### src/rtl/filter_pass_sequencer.sv
// Sequences a multi-pass separable filter over one frame: starts the read/write
// engine once per pass, alternating direction, and reports done or a start timeout.
module filter_pass_sequencer #(
  parameter int PASS_W        = 3,
  parameter int START_TIMEOUT = 16
) (
  input  logic              clk,
  input  logic              reset,
  input  logic              seq_start,
  input  logic              seq_index,
  input  logic [PASS_W-1:0] cfg_passes,
  output logic              seq_idle,
  output logic              seq_done,
  output logic              seq_error,
  output logic              rw_start,
  output logic              rw_index,
  output logic [PASS_W-1:0] rw_pass,
  output logic              rw_vertical,
  input  logic              rw_idle
);

  localparam int TO_W = (START_TIMEOUT > 2) ? $clog2(START_TIMEOUT) : 1;
  localparam logic [TO_W-1:0] TO_LAST = TO_W'(START_TIMEOUT - 1);

  // Handshake: rw_start is a level request held while the engine still reports
  // idle; the engine accepts by dropping rw_idle, and finishes by raising it again.
  typedef enum logic [1:0] {
    ST_IDLE       = 2'd0,
    ST_START_PASS = 2'd1,
    ST_WAIT_DONE  = 2'd2
  } state_t;

  state_t            state, state_d;
  logic [PASS_W-1:0] pass_q, pass_d;
  logic [PASS_W-1:0] count_q, count_d;
  logic [TO_W-1:0]   to_q, to_d;
  logic              index_q, index_d;
  logic              error_q, error_d;
  logic              done_q, done_d;

  always_comb begin
    state_d = state;
    pass_d  = pass_q;
    count_d = count_q;
    to_d    = '0;
    index_d = index_q;
    error_d = error_q;
    done_d  = 1'b0;
    case (state)
      ST_IDLE: begin
        if (seq_start) begin
          index_d = seq_index;
          count_d = (cfg_passes == '0) ? PASS_W'(1) : cfg_passes;
          pass_d  = '0;
          error_d = 1'b0;
          state_d = ST_START_PASS;
        end
      end
      ST_START_PASS: begin
        if (!rw_idle) begin
          state_d = ST_WAIT_DONE;
        end else if (to_q == TO_LAST) begin
          error_d = 1'b1;
          state_d = ST_IDLE;
        end else begin
          to_d = to_q + TO_W'(1);
        end
      end
      ST_WAIT_DONE: begin
        if (rw_idle) begin
          // Last pass compares against count-1, so rw_pass never wraps.
          if (pass_q == count_q - PASS_W'(1)) begin
            done_d  = 1'b1;
            state_d = ST_IDLE;
          end else begin
            pass_d  = pass_q + PASS_W'(1);
            state_d = ST_START_PASS;
          end
        end
      end
      default: state_d = ST_IDLE;
    endcase
  end

  always_ff @(posedge clk) begin
    if (reset) begin
      state   <= ST_IDLE;
      pass_q  <= '0;
      count_q <= PASS_W'(1);
      to_q    <= '0;
      index_q <= 1'b0;
      error_q <= 1'b0;
      done_q  <= 1'b0;
    end else begin
      state   <= state_d;
      pass_q  <= pass_d;
      count_q <= count_d;
      to_q    <= to_d;
      index_q <= index_d;
      error_q <= error_d;
      done_q  <= done_d;
    end
  end

  assign seq_idle    = (state == ST_IDLE);
  assign rw_start    = (state == ST_START_PASS);
  assign seq_done    = done_q;
  assign seq_error   = error_q;
  assign rw_index    = index_q;
  assign rw_pass     = pass_q;
  assign rw_vertical = pass_q[0];

endmodule

### config.mk
export PLATFORM = sky130hd
export DESIGN_NAME = filter_pass_sequencer
export DESIGN_NICKNAME = d
export VERILOG_FILES = /design/src/rtl/filter_pass_sequencer.sv
export SDC_FILE = /design/constraint.sdc
export NUM_CORES = 1
export LEC_CHECK = 0
export BUFFER_PORTS_ARGS = -buffer_cell sky130_fd_sc_hd__clkbuf_2
export CORE_MARGIN = 1
export CORE_UTILIZATION = 35
export CTS_CLUSTER_DIAMETER = 100
export CTS_CLUSTER_SIZE = 16
export DETAILED_ROUTE_END_ITERATION = 10
export PLACE_DENSITY_LB_ADDON = 0.12
export SYNTH_ARGS = -nofsm -noshare
export SYNTH_HDL_FRONTEND = slang
export SYNTH_SLANG_ARGS = --single-unit
### constraint.sdc
create_clock -name clk -period 2.9 [get_ports clk]
set_input_delay 0.58 -clock clk [delete_from_list [all_inputs] [get_ports clk]]
set_output_delay 0.58 -clock clk [all_outputs]
set_load 0.005 [all_outputs]
# Yosys cells after proc, flatten, opt, wreduce, memory -nomap -nowiden

Index checks and enable logic that the tools add are counted.

Register bits after elaboration: 15
Bits in latches: 0
RAM bits: 0
Memory bits (read-only): 0
Input port bits: 8
Output and inout bits: 9
Memories kept: 0

Add/subtract/negate cells: 3
Multiply operators: 0
Divide/modulo/power cells: 0
Order comparisons: 0
Equality and inequality tests: 10
Shift operators: 0
Multiplexer cells: 16
Bitwise logic cells: 3
Reductions and logical operators: 10

Operators with widths:

| kind                                                                  | count |
|---|---|
| 3-bit 2-to-1 mux                                                      | 4 |
| 2-bit 2-to-1 mux                                                      | 4 |
| 4-bit AND reduction                                                   | 2 |
| 2-bit != test, second input constant                                  | 3 |
| 2-bit one-hot mux with 3 select lines                                 | 1 |
| 3-bit one-hot mux with 2 select lines                                 | 1 |
| 1-bit 2-to-1 mux                                                      | 5 |
| 4-bit by 1-bit adder with 4-bit output, second input constant         | 1 |
| 4-bit equality test, second input constant                            | 1 |
| 2-bit by 1-bit != test with 1-bit output, second input constant       | 2 |
| 2-bit nonzero test                                                    | 2 |
| 4-bit OR reduction                                                    | 1 |
| 3-bit by 1-bit adder with 3-bit output, second input constant         | 1 |
| 3-bit equality test                                                   | 1 |
| 3-bit zero test                                                       | 1 |
| 3-bit by 2-bit != test with 1-bit output, second input constant       | 1 |
| 1-bit inverter                                                        | 3 |
| 3-bit AND reduction                                                   | 1 |
| 3-bit OR reduction                                                    | 1 |
| 3-bit by 1-bit subtractor with 3-bit output, second input constant    | 1 |
| 2-bit by 1-bit equality test with 1-bit output, second input constant | 1 |
| 2-bit equality test, second input constant                            | 1 |
| 2-bit zero test                                                       | 1 |
| 1-bit one-hot mux with 2 select lines                                 | 1 |
| 2-bit AND reduction                                                   | 1 |

# Depth between registers and ports, before layout

Depth in word-level cells: 5
Mapped depth: 6
Depth with buffers taken out: 6

# Least setup slack after synthesis

No wires, ideal clock.

Path type: register -> register
Start: register count_q[0]
End: register pass_q[2], in the netlist rw_pass[2]
Setup time: 74 ps
Data arrival time: 1551 ps
Slack: 1274 ps
Stages on the path, launching flop included: 7
Cell sequence: dfxtp_1 > inv_1 > ha_1 > xnor2_1 > or3_1 > a21o_1 > a31oi_1

Cells in the longest elaborated chain, start to end: 4

RTL lines:

| what                                        | RTL line | text |
|---|---|---|
| start, declared                             | 35       | `logic [PASS_W-1:0] count_q, count_d;` |
| start signal, assigned                      | 97       | `count_q <= count_d;` |
| 3-bit by 1-bit subtractor with 3-bit output | 72       | `if (pass_q == count_q - PASS_W'(1)) begin` |
| 3-bit equality test                         | 72       |  |
| 2-bit != test (no source line)              | --       |  |
| 4-bit AND reduction (no source line)        | --       |  |
| end signal, assigned                        | 96       | `pass_q <= pass_d;` |
| end, declared                               | 34       | `logic [PASS_W-1:0] pass_q, pass_d;` |

No other way between the ends.
A chain may end at the register's enable or synchronous reset.

# Worst setup path in the final report

Same ends and word-level chain as after synthesis.

==> impl_metrics.tcl <==
set metrics [dict create \
    yosys-top-cells-area "dfxtp_1 43%, nor2_1 6.0%, ha_1 5.4%, mux2i_1 4.3%, xnor2_1 3.8%" \
    synth-compound-area-share_pct 10.1 \
    dp_cells 114 \
    cts_setup_buffers 0 \
    clk_latency_ps 290 \
    die_w_um 46.5 \
    grt_overflow 0 \
    dr.max_layer_used "met4" \
    fillers 188 \
    fmax_ghz 0.573 \
    initial_utilization_pct 38.8 \
    drt_iter0_markers 9 \
    swShare_pct 26.9 \
    synth-seq-cells 15 \
    ant_nets 0 \
    regArea_um2 300 \
    cts.sinks 15 \
    yosysTopAreaCell "dfxtp_1" \
    critPathLaunchType "flop" \
    cap_violations 0 \
    cts.repair.resized 0 \
    drc_errors 0 \
    hp-class "reg -> reg" \
    rsz0062_at_grt "false" \
    synth_top_cells_by_count "15 x dfxtp_1, 11 x nor2_1, 5 x nand2_1" \
    antenna_cells 0 \
    avgSynthCellArea_um2 9.23 \
    arrival_ps 1980 \
    status "completed" \
    synth-simple-area-share_pct 25.0 \
    htreeDepth 1 \
    wl_met3_um 83 \
    synth_flop_cell "dfxtp_1" \
    vias 579 \
    num_io_pins 17 \
    hpwl_um 953 \
    combPwrFrac_pct 15.2 \
    reg2reg_from "count_q[0]$_SDFFE_PP1P_" \
    yosys.cell_types.count 30 \
    muxShareOfSynthArea_pct 4.34 \
    post-route-min-period_ps 1750 \
    setup_tns_ps 0 \
    setup_viol 0 \
    ctsHoldBuffers 0 \
    synth_seq_area_share_pct 43.4 \
    slew_headroom_pct 75.9 \
    avgRoutedWirePerCell_um 11.1 \
    fin_cells 118 \
    cts_max_path_buffers 2 \
    cts_tree "yes" \
    dr_wl_met2_um 592 \
    area_growth_pct 18.3 \
    core_mm2 0.00178 \
    required_ps 3130 \
    drt-met1-wl_um 623 \
    skew_ps 13.6 \
    routed_wl_mm 1.32 \
    worstHoldStart "to_q[0]$_SDFF_PP0_" \
    synth_top_family_by_area "simple AND/OR/NAND/NOR gates" \
    p_clk_share_pct 30.4 \
    final_layout_size_suffix_gt1_share_pct 22.6 \
    slew_violations 0 \
    fin_crit_sh_pct 60.2 \
    yosysMostFrequentCell "dfxtp_1" \
    port-buffer-count 16 \
    worst_slew_pin_slew_ps 356 \
    clk_pin_slew_ps 100 \
    cts_root_buf "clkbuf_4" \
    seqPwrFrac_pct 54.4 \
    grtUsageTotal_pct 14.1 \
    hold_viol 0 \
    synth_fp_nets 86 \
    drt_first_pass_iters 4 \
    synthXorXnorAreaFrac_pct 8.50 \
    synth.top_cell.area_share_pct 43.4 \
    cp_max_fo 4 \
    grt_max_degree 13 \
    multi_input_area_um2 369 \
    power_density_mw_per_mm2 492 \
    async_flop_share_pct 0 \
    synthCells 75 \
    synth.yosys.warnings 0 \
    path_class "reg -> reg" \
    synth_adder_area_share_pct 5.42 \
    p_int_uw 294 \
    antenna_found_initial 0 \
    final_nets 105 \
    p_switching_uw 108 \
    grt_pass1_wl_mm 2.02 \
    die-area_mm2 0.00216 \
    synth-edff-count 0 \
    end_kind "flop" \
    chipHeight_um 46.5 \
    cts_made_buffers 3 \
    vdd_ir_drop_max_v 0.000289 \
    worstSetupStartpoint "count_q[0]$_SDFFE_PP1P_" \
    gp_congestion 0.764 \
    grt_pass1_vias 464 \
    synth_area_um2 692 \
    reg2reg_slack_ps 1150 \
    drt-vias-per-instance 4.91 \
    num_rows 15 \
    p_leak_uw 0.000352 \
]
==> cells by family after synthesis <==
group                      after synthesis
and+or+nand+nor                         33
DFF                                     15
AOI/OAI and AO/OA                       11
xor gates and xnor gates                 5
buffers and inverters                    5
muxes                                    3
adders and majority gates                3
==> critical path, stage by stage (launching register included) <==
cell     delay [ps]
dfxtp_1         380
inv_1            60
ha_1            300
xnor2_1         150
or3_1           460
a21o_1          200
a31oi_1         140
==> layout by cell type, fill, tap and decap left out, types with 3 or more instances in the layout <==
master	n
xnor2_1	3
clkbuf_4	3
nand3_1	3
ha_1	3
a21oi_1	3
mux2i_1	3
inv_1	3
clkbuf_2	16
dfxtp_1	15
nand2_1	5
nor3_1	3
nor2_1	11
==> worst paths after layout <==
kind,end,depth (start not counted)
max reg2reg,rw_pass[2]$_SDFFE_PP0P_,6
min,to_q[0]$_SDFF_PP0_,1
min reg2reg,to_q[0]$_SDFF_PP0_,1
max,rw_pass[2]$_SDFFE_PP0P_,6
==> area by class of cell <==
| type | count | share of cell area (%) |
|---|---|---|
| clock buffers | 4 | 3.21 |
| inverters | 3 | 1.38 |
| multi-input cells | 55 | 45.1 |
| flip-flops and latches | 15 | 36.7 |
| well taps | 25 | 3.82 |
| repair buffers | 16 | 9.79 |
==> per-stage QoR <==
stage	setup WS, ps	hold WS [ps]	cell area [um^2]	total power (uW)	util, %
6_report	1150	446	818	403	45.9
5_1_grt	1040	472	818	427	45.9
4_1_cts	1150	451	818	407	45.9
2_1_floorplan	1270	418	692	265	-
3_3_place_gp	1130	434	792	284	44.4
3_5_place_dp	1110	439	792	285	44.4
==> power groups by stage <==
| stage | logic, uW | registers, uW | clock network (uW) |
|---|---|---|---|
| final | 61.1 | 219 | 122 |
| after floorplan | 42.6 | 222 | 0 |
| after global routing | 67.6 | 220 | 139 |
| after detailed placement | 60.9 | 224 | 0 |
| after global placement | 60.2 | 224 | 0 |
| after CTS | 61.3 | 219 | 126 |
==> per-layer routing <==
| metal | GRT usage (%) | vias to the layer above |
|---|---|---|
| met5 | 0 | - |
| met4 | 5.29 | 0 |
| met3 | 7.06 | 2 |
| met2 | 21.9 | 16 |
| met1 | 16.3 | 262 |
| li1 | - | 299 |
==> registers in the layout, indices dropped and copies added, names as in the netlist <==
signal / flops
rw_pass: 3
rw_index: 1
seq_error: 1
state: 2
to_q: 4
seq_done: 1
count_q: 3
Note: power is estimated with default switching activity, not from simulation.
